[src/rtl/muldiv_engine_pkg.sv]
// Shared CPU package slice for the multiply/divide engine.
//   oper_t          decoded execute-stage operation
//   muldiv_state_t  engine sequencing states
//   muldiv_resp_t   {ready, hilo} response bundle
//   DIV_ITERS       radix-2 divide iterations (one quotient bit each)
// Helper functions classify operations for acceptance and datapath control.
package muldiv_engine_pkg;

    typedef enum logic [3:0] {
        OP_NOP   = 4'd0,
        OP_MULT  = 4'd1,
        OP_MULTU = 4'd2,
        OP_MADD  = 4'd3,
        OP_MADDU = 4'd4,
        OP_MSUB  = 4'd5,
        OP_MSUBU = 4'd6,
        OP_DIV   = 4'd7,
        OP_DIVU  = 4'd8,
        OP_MTHI  = 4'd9,
        OP_MTLO  = 4'd10
    } oper_t;

    typedef enum logic [2:0] {
        IDLE = 3'd0,
        MUL  = 3'd1,
        ACC  = 3'd2,
        DIV  = 3'd3,
        FIX  = 3'd4,
        DONE = 3'd5
    } muldiv_state_t;

    localparam int DIV_ITERS = 32;
    localparam int DIV_CNT_W = $clog2(DIV_ITERS);

    typedef struct packed {
        logic        ready;
        logic [63:0] hilo;
    } muldiv_resp_t;

    // Operations that occupy the engine for more than the accept cycle.
    function automatic logic op_uses_engine(input oper_t op);
        return op inside {OP_MULT, OP_MULTU, OP_MADD, OP_MADDU,
                          OP_MSUB, OP_MSUBU, OP_DIV, OP_DIVU};
    endfunction

    function automatic logic op_is_signed(input oper_t op);
        return op inside {OP_MULT, OP_MADD, OP_MSUB, OP_DIV};
    endfunction

    function automatic logic op_is_div(input oper_t op);
        return op inside {OP_DIV, OP_DIVU};
    endfunction

    function automatic logic op_is_acc(input oper_t op);
        return op inside {OP_MADD, OP_MADDU, OP_MSUB, OP_MSUBU};
    endfunction

    function automatic logic op_is_sub(input oper_t op);
        return op inside {OP_MSUB, OP_MSUBU};
    endfunction

endpackage

[src/rtl/div_radix2.sv]
// Radix-2 restoring divider on unsigned 32-bit magnitudes.
//   clk, rst        clock, synchronous active-high reset
//   abort           drop an in-flight division
//   start           load dividend/divisor magnitudes (one-cycle pulse)
//   dividend        dividend magnitude
//   divisor         divisor magnitude
//   done            high during the final iteration cycle
//   quotient        quotient register (final the cycle after done)
//   remainder       partial/final remainder register
// A zero divisor makes every trial subtraction succeed, so the quotient
// becomes all ones and the remainder collects the dividend bits.
module div_radix2
    import muldiv_engine_pkg::*;
(
    input  logic        clk,
    input  logic        rst,
    input  logic        abort,
    input  logic        start,
    input  logic [31:0] dividend,
    input  logic [31:0] divisor,
    output logic        done,
    output logic [31:0] quotient,
    output logic [31:0] remainder
);

    logic [31:0]          rem_q, rem_d;
    logic [31:0]          quo_q, quo_d;
    logic [31:0]          dvs_q, dvs_d;
    logic [DIV_CNT_W-1:0] cnt_q, cnt_d;
    logic                 busy_q, busy_d;

    logic [32:0] shifted;
    logic [33:0] trial;

    always_comb begin
        rem_d  = rem_q;
        quo_d  = quo_q;
        dvs_d  = dvs_q;
        cnt_d  = cnt_q;
        busy_d = busy_q;

        // The dividend sits in the quotient register and shifts out MSB first
        // while quotient bits shift in at the bottom.
        shifted = {rem_q, quo_q[31]};
        trial   = {1'b0, shifted} - {2'b00, dvs_q};

        if (start) begin
            rem_d  = '0;
            quo_d  = dividend;
            dvs_d  = divisor;
            cnt_d  = '0;
            busy_d = 1'b1;
        end else if (busy_q) begin
            if (!trial[33]) begin
                rem_d = trial[31:0];
                quo_d = {quo_q[30:0], 1'b1};
            end else begin
                rem_d = shifted[31:0];
                quo_d = {quo_q[30:0], 1'b0};
            end
            cnt_d = cnt_q + DIV_CNT_W'(1);
            if (cnt_q == DIV_CNT_W'(DIV_ITERS - 1)) begin
                busy_d = 1'b0;
            end
        end

        if (abort) begin
            busy_d = 1'b0;
        end
    end

    always_ff @(posedge clk) begin
        if (rst) begin
            rem_q  <= '0;
            quo_q  <= '0;
            dvs_q  <= '0;
            cnt_q  <= '0;
            busy_q <= 1'b0;
        end else begin
            rem_q  <= rem_d;
            quo_q  <= quo_d;
            dvs_q  <= dvs_d;
            cnt_q  <= cnt_d;
            busy_q <= busy_d;
        end
    end

    assign done      = busy_q && (cnt_q == DIV_CNT_W'(DIV_ITERS - 1));
    assign quotient  = quo_q;
    assign remainder = rem_q;

endmodule

[src/rtl/muldiv_engine.sv]
// Multi-cycle multiply/divide engine for the execute stage.
//   clk, rst            clock, synchronous active-high reset
//   flush               exception flush, cancels any in-flight operation
//   req_valid/req_op    execute-stage instruction and its decoded op
//   req_is_multicyc     decoder flag: op uses this engine
//   req_reg0/req_reg1   rs / rt operands
//   req_hilo            current {HI, LO}
//   ack                 downstream accepts the finished instruction
//   resp_ready          execute stage may advance
//   resp_hilo           new {HI, LO}
// MTHI/MTLO and non-engine ops are answered combinationally from IDLE.
module muldiv_engine
    import muldiv_engine_pkg::*;
(
    input  logic        clk,
    input  logic        rst,
    input  logic        flush,
    input  logic        req_valid,
    input  oper_t       req_op,
    input  logic        req_is_multicyc,
    input  logic [31:0] req_reg0,
    input  logic [31:0] req_reg1,
    input  logic [63:0] req_hilo,
    input  logic        ack,
    output logic        resp_ready,
    output logic [63:0] resp_hilo
);

    muldiv_state_t state_q, state_d;
    oper_t         op_q, op_d;
    logic [31:0]   a_q, a_d;
    logic [31:0]   b_q, b_d;
    logic [63:0]   hilo_q, hilo_d;
    logic [63:0]   result_q, result_d;
    logic          blk_q, blk_d;

    logic          accept;
    logic          req_signed;
    logic          div_start;
    logic [31:0]   div_dividend, div_divisor;
    logic          div_done;
    logic [31:0]   div_quo, div_rem;

    logic signed [32:0] mul_a33, mul_b33;
    logic signed [63:0] mul_a64, mul_b64, product;
    logic               neg_q, neg_r;
    muldiv_resp_t       resp;

    // blk_q suppresses re-accepting the instruction that was just acked,
    // since the execute stage still presents it for one more cycle.
    assign accept = (state_q == IDLE) && !blk_q && !rst && !flush &&
                    req_valid && req_is_multicyc && op_uses_engine(req_op);

    // Divider magnitudes come straight from the request so that the first
    // iteration runs in the cycle after acceptance.
    assign req_signed   = op_is_signed(req_op);
    assign div_dividend = (req_signed && req_reg0[31]) ? -req_reg0 : req_reg0;
    assign div_divisor  = (req_signed && req_reg1[31]) ? -req_reg1 : req_reg1;
    assign div_start    = accept && op_is_div(req_op);

    div_radix2 u_div (
        .clk       (clk),
        .rst       (rst),
        .abort     (flush),
        .start     (div_start),
        .dividend  (div_dividend),
        .divisor   (div_divisor),
        .done      (div_done),
        .quotient  (div_quo),
        .remainder (div_rem)
    );

    // 33x33 signed multiply; only the low 64 product bits matter, so the
    // operands are widened to 64 and the product is kept modulo 2^64.
    always_comb begin
        mul_a33 = {op_is_signed(op_q) & a_q[31], a_q};
        mul_b33 = {op_is_signed(op_q) & b_q[31], b_q};
        mul_a64 = {{31{mul_a33[32]}}, mul_a33};
        mul_b64 = {{31{mul_b33[32]}}, mul_b33};
        product = mul_a64 * mul_b64;
    end

    assign neg_q = op_is_signed(op_q) && (a_q[31] ^ b_q[31]);
    assign neg_r = op_is_signed(op_q) && a_q[31];

    always_comb begin
        state_d  = state_q;
        op_d     = op_q;
        a_d      = a_q;
        b_d      = b_q;
        hilo_d   = hilo_q;
        result_d = result_q;
        blk_d    = 1'b0;

        case (state_q)
            IDLE: begin
                if (accept) begin
                    op_d    = req_op;
                    a_d     = req_reg0;
                    b_d     = req_reg1;
                    hilo_d  = req_hilo;
                    state_d = op_is_div(req_op) ? DIV : MUL;
                end
            end
            MUL: begin
                result_d = product;
                state_d  = op_is_acc(op_q) ? ACC : DONE;
            end
            ACC: begin
                result_d = op_is_sub(op_q) ? (hilo_q - result_q) : (hilo_q + result_q);
                state_d  = DONE;
            end
            DIV: begin
                if (div_done) begin
                    state_d = FIX;
                end
            end
            FIX: begin
                // Divide-by-zero returns the raw dividend, not the magnitude.
                if (b_q == 32'd0) begin
                    result_d = {a_q, 32'hFFFF_FFFF};
                end else begin
                    result_d = {neg_r ? -div_rem : div_rem,
                                neg_q ? -div_quo : div_quo};
                end
                state_d = DONE;
            end
            DONE: begin
                if (ack) begin
                    state_d = IDLE;
                    blk_d   = 1'b1;
                end
            end
            default: state_d = IDLE;
        endcase

        if (flush) begin
            state_d  = IDLE;
            result_d = '0;
            blk_d    = 1'b0;
        end
    end

    always_ff @(posedge clk) begin
        if (rst) begin
            state_q  <= IDLE;
            op_q     <= OP_NOP;
            a_q      <= '0;
            b_q      <= '0;
            hilo_q   <= '0;
            result_q <= '0;
            blk_q    <= 1'b0;
        end else begin
            state_q  <= state_d;
            op_q     <= op_d;
            a_q      <= a_d;
            b_q      <= b_d;
            hilo_q   <= hilo_d;
            result_q <= result_d;
            blk_q    <= blk_d;
        end
    end

    // While reset is held the engine looks idle regardless of the state
    // register, so the stage sees a clean pass-through.
    always_comb begin
        resp.ready = 1'b0;
        resp.hilo  = req_hilo;
        if (rst || (state_q == IDLE)) begin
            resp.ready = !accept;
            if (req_valid && (req_op == OP_MTHI)) begin
                resp.hilo = {req_reg0, req_hilo[31:0]};
            end else if (req_valid && (req_op == OP_MTLO)) begin
                resp.hilo = {req_hilo[63:32], req_reg0};
            end
        end else if (state_q == DONE) begin
            resp.ready = 1'b1;
            resp.hilo  = result_q;
        end
    end

    assign resp_ready = resp.ready;
    assign resp_hilo  = resp.hilo;

endmodule

[config.mk]
export PLATFORM = sky130hd
export DESIGN_NAME = muldiv_engine
export DESIGN_NICKNAME = d
export VERILOG_FILES = /design/src/rtl/muldiv_engine_pkg.sv /design/src/rtl/div_radix2.sv /design/src/rtl/muldiv_engine.sv
export SDC_FILE = /design/constraint.sdc
export NUM_CORES = 2
export LEC_CHECK = 0
export CORE_ASPECT_RATIO = 0.7
export CORE_MARGIN = 2
export CORE_UTILIZATION = 65
export DETAILED_ROUTE_END_ITERATION = 7
export PLACE_DENSITY = 0.84
export SLEW_MARGIN = 40
export SYNTH_ARGS = -nofsm -noshare
export SYNTH_HDL_FRONTEND = slang
export SYNTH_SLANG_ARGS = --single-unit
[constraint.sdc]
create_clock -name clk -period 9.15 [get_ports clk]
set_input_delay 1.3725 -clock clk [delete_from_list [all_inputs] [get_ports clk]]
set_output_delay 1.3725 -clock clk [all_outputs]
set_load 0.02 [all_outputs]
### Word-level counts from Yosys, hierarchy flattened

Cells that the tools add are included.

| word-level totals | value |
|---|---|
| flip-flop bits (word level) | 302 |
| bits of input ports | 138 |
| output and inout port bits | 65 |
| word-level logic and storage cells | 110 |

| operators by class | value |
|---|---|
| add/sub/neg operators | 8 |
| multiply operators | 1 |
| equal/unequal tests | 25 |
| muxes and demuxes | 25 |
| bitwise gates (word level) | 4 |
| reduce and logical (&&, ||, !) cells | 35 |

Operators with widths:

| operator | number |
|---|---|
| $mux 32 | 8 |
| $mux 64 | 3 |
| $pmux 64 s3 | 1 |
| $mux 65 | 2 |
| $neg 32->32 | 4 |
| $add 64x64->64 | 1 |
| $mul 33x33->64 | 1 |
| $sub 64x64->64 | 1 |
| $sub 33x32->34 | 1 |
| $eq 4x3->1 const B | 8 |
| $logic_not 32->1 | 1 |
| $pmux 3 s5 | 1 |
| $logic_and 1x1->1 | 14 |
| $eq 4x2->1 const B | 3 |
| $eq 4x4->1 const B | 3 |
| $mux 3 | 4 |
| $reduce_bool 4->1 | 3 |
| $eq 4x1->1 const B | 2 |
| $reduce_bool 8->1 | 1 |
| $eq 3x2->1 const B | 2 |
| $eq 3x3->1 const B | 2 |
| $ne 2x2->1 const B | 3 |
| $reduce_bool 2->1 | 3 |
| $reduce_or 2->1 | 3 |
| 15 further kinds | 23 |

### Depth between registers and ports, before layout

| depth | value |
|---|---|
| word-level depth | 9 |
| mapped depth | 33 |
| gate-level depth less buffers | 30 |

### Cells and area by module

From an unflattened synthesis, not the netlist that was laid out.

| unflattened totals | value |
|---|---|
| cells, all modules | 7531 |
| area total of the unflattened synthesis | 61462.7 µm² |

By module, submodules not included:

| module | instances | cells an instance | area each (µm²) | seq. area each (µm²) |
|---|---|---|---|---|
| muldiv_engine | 1 | 6734 | 55192.9 | 4003.8 |
| div_radix2 | 1 | 797 | 6269.8 | 2042.0 |

### Worst setup path before layout

Ideal clock, no wire load.

| timing path | value |
|---|---|
| path type | register -> register |
| start point | register op_q[0] |
| end point | register result_q[63] |
| library setup time | 70 ps |
| arrival | 8375 ps |
| required time | 9080 ps |
| path slack | 705 ps |
| stages on the path, launching flop included | 28 |
| path buffers | 2 |
| clock period less this slack | 8445 ps |
| path through | dfxtp_1 > nor2b_1 > and2_1 > clkbuf_1 > clkbuf_1 > nand2_1 > fa_1 > fa_1 > inv_1 > fa_1 > inv_1 > fa_1 > fa_1 > fa_1 > fa_1 > fa_1 > inv_1 > ha_1 > a21o_1 > a21o_1 > a21o_1 > a21o_1 > a21o_1 > a221o_1 > o21bai_1 > a2111oi_0 > o21ba_2 > a21oi_1 |

| on the way | value |
|---|---|
| longest elaborated chain between the ends | 6 |
| elaborated cells on any way between the ends | 15 |
| those cells by class | mul: 1; eq/ne: 5; mux: 4; bitwise: 2; reduce/logical: 3 |

Ends and longest elaborated chain:

| element | line | RTL |
|---|---|---|
| start, declared | muldiv_engine.sv:30 | `oper_t op_q, op_d;` |
| start signal, assigned | muldiv_engine.sv:155 | `op_q <= op_d;` |
| parallel branches: the longest is 5 deep, another holds $mul 33x33->64 | - |  |
| $pmux 64 s3 (*) | muldiv_engine.sv:95 | `case (state_q)` |
| end signal, assigned | muldiv_engine.sv:159 | `result_q <= result_d;` |
| end, declared | muldiv_engine.sv:34 | `logic [63:0] result_q, result_d;` |

Every way passes the cells marked *.
A chain may end at the register's enable or synchronous reset.

### Worst setup path after layout

| timing path | value |
|---|---|
| start point | register op_q[0] |
| end point | register result_q[60] |

Same word-level chain as after synthesis.

==> results.md <==
- Asr flop ratio synth: 0%
- WHS Endpoint: b_q[19]
- Max incr delay on CP: between 500 and 600 ps
- Number of hold buffers added after cts: 0
- CTS H-tree depth: 1
- Placed instance area: 0.06374 mm^2
- Fin crit share: 96.12%
- Cell chosen for the clock root: sky130_fd_sc_hd__clkbuf_16
- Fraction of final layout cells sized beyond drive strength 1: 4.067%
- Flip-flop and latch count after synthesis: 302
- Depth of the most critical reg-to-reg path: 29
- Nets@finish: 8,906
- Cell Pwr Density: ~78 mW/mm^2
- GRT Residual Overflow: 0
- Pre-CTS WS: 382.4 ps
- Sequential cell area: between 0.006 and 0.007 mm^2
- Violated checks: DRC
- Share of cell area taken by muxes after synthesis: 0.9467%
- Basic-gate share of the synthesized area counting and, or, nand and nor cells: 16.30%
- Post-layout instance count excluding filler cells: 8,598
- Overall track demand over capacity in global routing: 43.86%
- Worst hold slack: approximately 460 ps
- Outcome: complete, but fails checks
- Hold violation total from the final report: 0
- CTS tree: done
- Max Freq: 113.7 MHz
- Clock transition at the registers of the reported paths: 70 ps
- Path type of the worst setup path: flop to flop
- Effective utilization at floorplan: 65.74%
- Mapped Nets: 8,988
- Area added between synthesis and finish: 7.176%
- Most common cell in the netlist: sky130_fd_sc_hd__inv_1
- Critical Path Fanout Max: 11
- 1st-iter DRT viols: 7,577
- Clock skew after layout: 62.19 ps
- Final Core Density: 70.46%
- Clock Path Buffers: 3
- Worst slew pin tran: 971.0 ps
- Top-level I/O count: 203
- Critical Path Sink Type: flop
- Leading area contributor after synthesis: sky130_fd_sc_hd__fa_1
- Post-layout instance area: 0.06502 mm^2
- DRT Pass-1 Iters: 8
- Beginning of the worst hold path: b_q[19]
- Vias in the first global route: 53,930
- Clock buffers created by TritonCTS: 31
- Detailed-route wire length per cell: approximately 24 um
- First-pass GRT wire length: 320,800 um
- Total power: 5.060 mW
- Post-synthesis instance total: between 7,000 and 8,000
- Std-Cell Core Area: 0.09227 mm^2
- Routed via count divided by cell count: about 6.3
- Number of nets still failing antenna checks after routing: 0
- Most numerous cell types in the synthesized netlist: 1,345 x sky130_fd_sc_hd__inv_1, 1,268 x sky130_fd_sc_hd__nand2_1, 1,127 x sky130_fd_sc_hd__fa_1
- Port Buf Inserts: 202
- Post-layout min period: between 8000 and 9000 ps
- Clock insertion delay at the later pin of the skew report: 680 ps
- Adder and majority gate portion of the synthesized area: ~44%
- Setup repair after global routing missed its margin: false
- Routed WL: 209,200 um
- Instance count after placement with tap cells included: 8,524
- Final setup violation count: 0
- Final routed DRC violation total: 141
- HP Class: flop to flop
- Worst VDD drop: 0.1629 mV
- Maximum Capacitance Violations: 0
- Startpoint types: flop
- Gpl congestion: about 1.1
- Setup total negative slack: 0 ps
- Area taken by multi-input logic gates: between 0.04 and 0.05 mm^2
- Average cell area after synthesis: just over 8 um^2
- Number of inserted filler cells in the final layout: 7,247
- Worst-case setup margin in the final layout: 354.7 ps
- Row cnt: just over 90
- Number of sinks on the clock net: 302
- Placed wire-length estimate after detailed placement: between 150,000 and 200,000 um
- DIE AREA: 0.09583 mm^2
- Die Y-Extent: 259.6 um
- Synth top area share: a little under two fifths
- Worst R2R End: result_q[60]
- Die span in x: 369.1 um
- Worst r2r src: op_q[0]
- Vias after detailed routing: 54,450
- Ranking of synthesized cells by area: sky130_fd_sc_hd__fa_1 37%, sky130_fd_sc_hd__dfxtp_1 10%, sky130_fd_sc_hd__inv_1 8.3%
- Worst EP arrival: 9370 ps
- Slowest stage cell on the critical path: sky130_fd_sc_hd__fa_2
- Leakage power total: 29.54 nW
- Dominant combinational cell family by area after synthesis: adder cells
- Final count of pins violating max slew: 0
- Xor/xnor share of the synthesized area: approximately 4.9%
- Sequential share of the synthesized area: 9.966%
- Required time at the worst-slack endpoint: 9720 ps
- Instance count along the most critical hold path: 2
- Warnings from Yosys: 0
- Number of antenna violations at the first check in global routing: 20
- Synth Area in Compound Gates: 12.85%
- Flop-to-flop setup slack: 350 ps
- Pin count of the biggest net entering global routing: 91
- Combined area of all synthesized cells: 0.06066 mm^2
- Post-synth cell types: 80
- Slew margin rel.: a little over a third
- Post-synth EDFFs: 0
- Dominant synthesized flop cell: sky130_fd_sc_hd__dfxtp_1
-- critical path, delay by kind of cell, from the launching register on --
family	cells	cell delay [ps]
adder cells (fa/ha/maj)	9	4220
AO/OA/AOI/OAI	5	1290
XOR/XNOR	1	90
buffers and inverters	8	1160
AND/OR/NAND/NOR	6	1540
flip-flops	1	370
-- how the worst max path moves through the flow --
stage / startpoint / end / slack (ps) / cells past startpoint
floorplan: op_q[0] / result_q[63] / 700 / 27
global placement: op_q[0] / result_q[60] / 530 / 27
detailed placement: op_q[0] / result_q[60] / 380 / 29
CTS: op_q[0] / result_q[60] / 340 / 29
global route: op_q[0] / result_q[58] / 70 / 28
finish: op_q[0] / result_q[60] / 350 / 29
-- flip-flops by register name, indices dropped and copies added (netlist names) --
signal / cells
blk_q: 1
u_div.busy_q: 1
u_div.dvs_q: 32
op_q: 4
hilo_q: 64
u_div.quotient: 32
state_q: 3
result_q: 64
u_div.cnt_q: 5
u_div.remainder: 32
b_q: 32
a_q: 32
-- cells in the final DEF, fill, tap and decap left out, types with 201 or more instances in the layout --
cell,n
sky130_fd_sc_hd__o21ai_0,246
sky130_fd_sc_hd__fa_1,1125
sky130_fd_sc_hd__clkdlybuf4s50_1,201
sky130_fd_sc_hd__ha_1,315
sky130_fd_sc_hd__nand2_1,1265
sky130_fd_sc_hd__nor2_1,270
sky130_fd_sc_hd__a21oi_1,479
sky130_fd_sc_hd__inv_1,1344
sky130_fd_sc_hd__and2_1,270
sky130_fd_sc_hd__dfxtp_1,288
-- metal layers --
metal  up-vias  GRT usage, %  wire length, um
met3       701         13.99            31220
met4        14         18.66            10870
met5         -         1.824              239
met1     26750         61.00            79420
met2      3933         63.13            87500
li1      23040             -                -
-- area by class of cell --
class	instances	area share, %
multi-input combinational	5282	73.61
antenna	12	0.04619
timing repair buffer	364	5.134
inverter	1345	7.771
clock inverter	22	0.4753
tap	1235	2.377
clock buffer	36	1.253
sequential	302	9.330
-- cell families after synthesis --
logic type,Yosys count
xor+xnor,336
compound gates,1248
buf+inv,1824
simple gates,2199
flops,302
mux,57
fa+ha+maj,1442
-- power breakdown --
part | switching [mW] | internal, mW | total [mW]
clock network | 0.676 | 0.816 | 1.49
registers | 0.0521 | 1.33 | 1.39
logic | 1.43 | 0.755 | 2.18
total | 2.15 | 2.91 | 5.06
-- what timing repair did --
action / 4_1_cts / 5_1_grt
endpoints found under the hold margin: 0 / 0
endpoints found under the setup margin: 0 / 5
resized for setup: 0 / 8
buffers inserted: 0 / 3
Power figures use the tool's default switching activity.
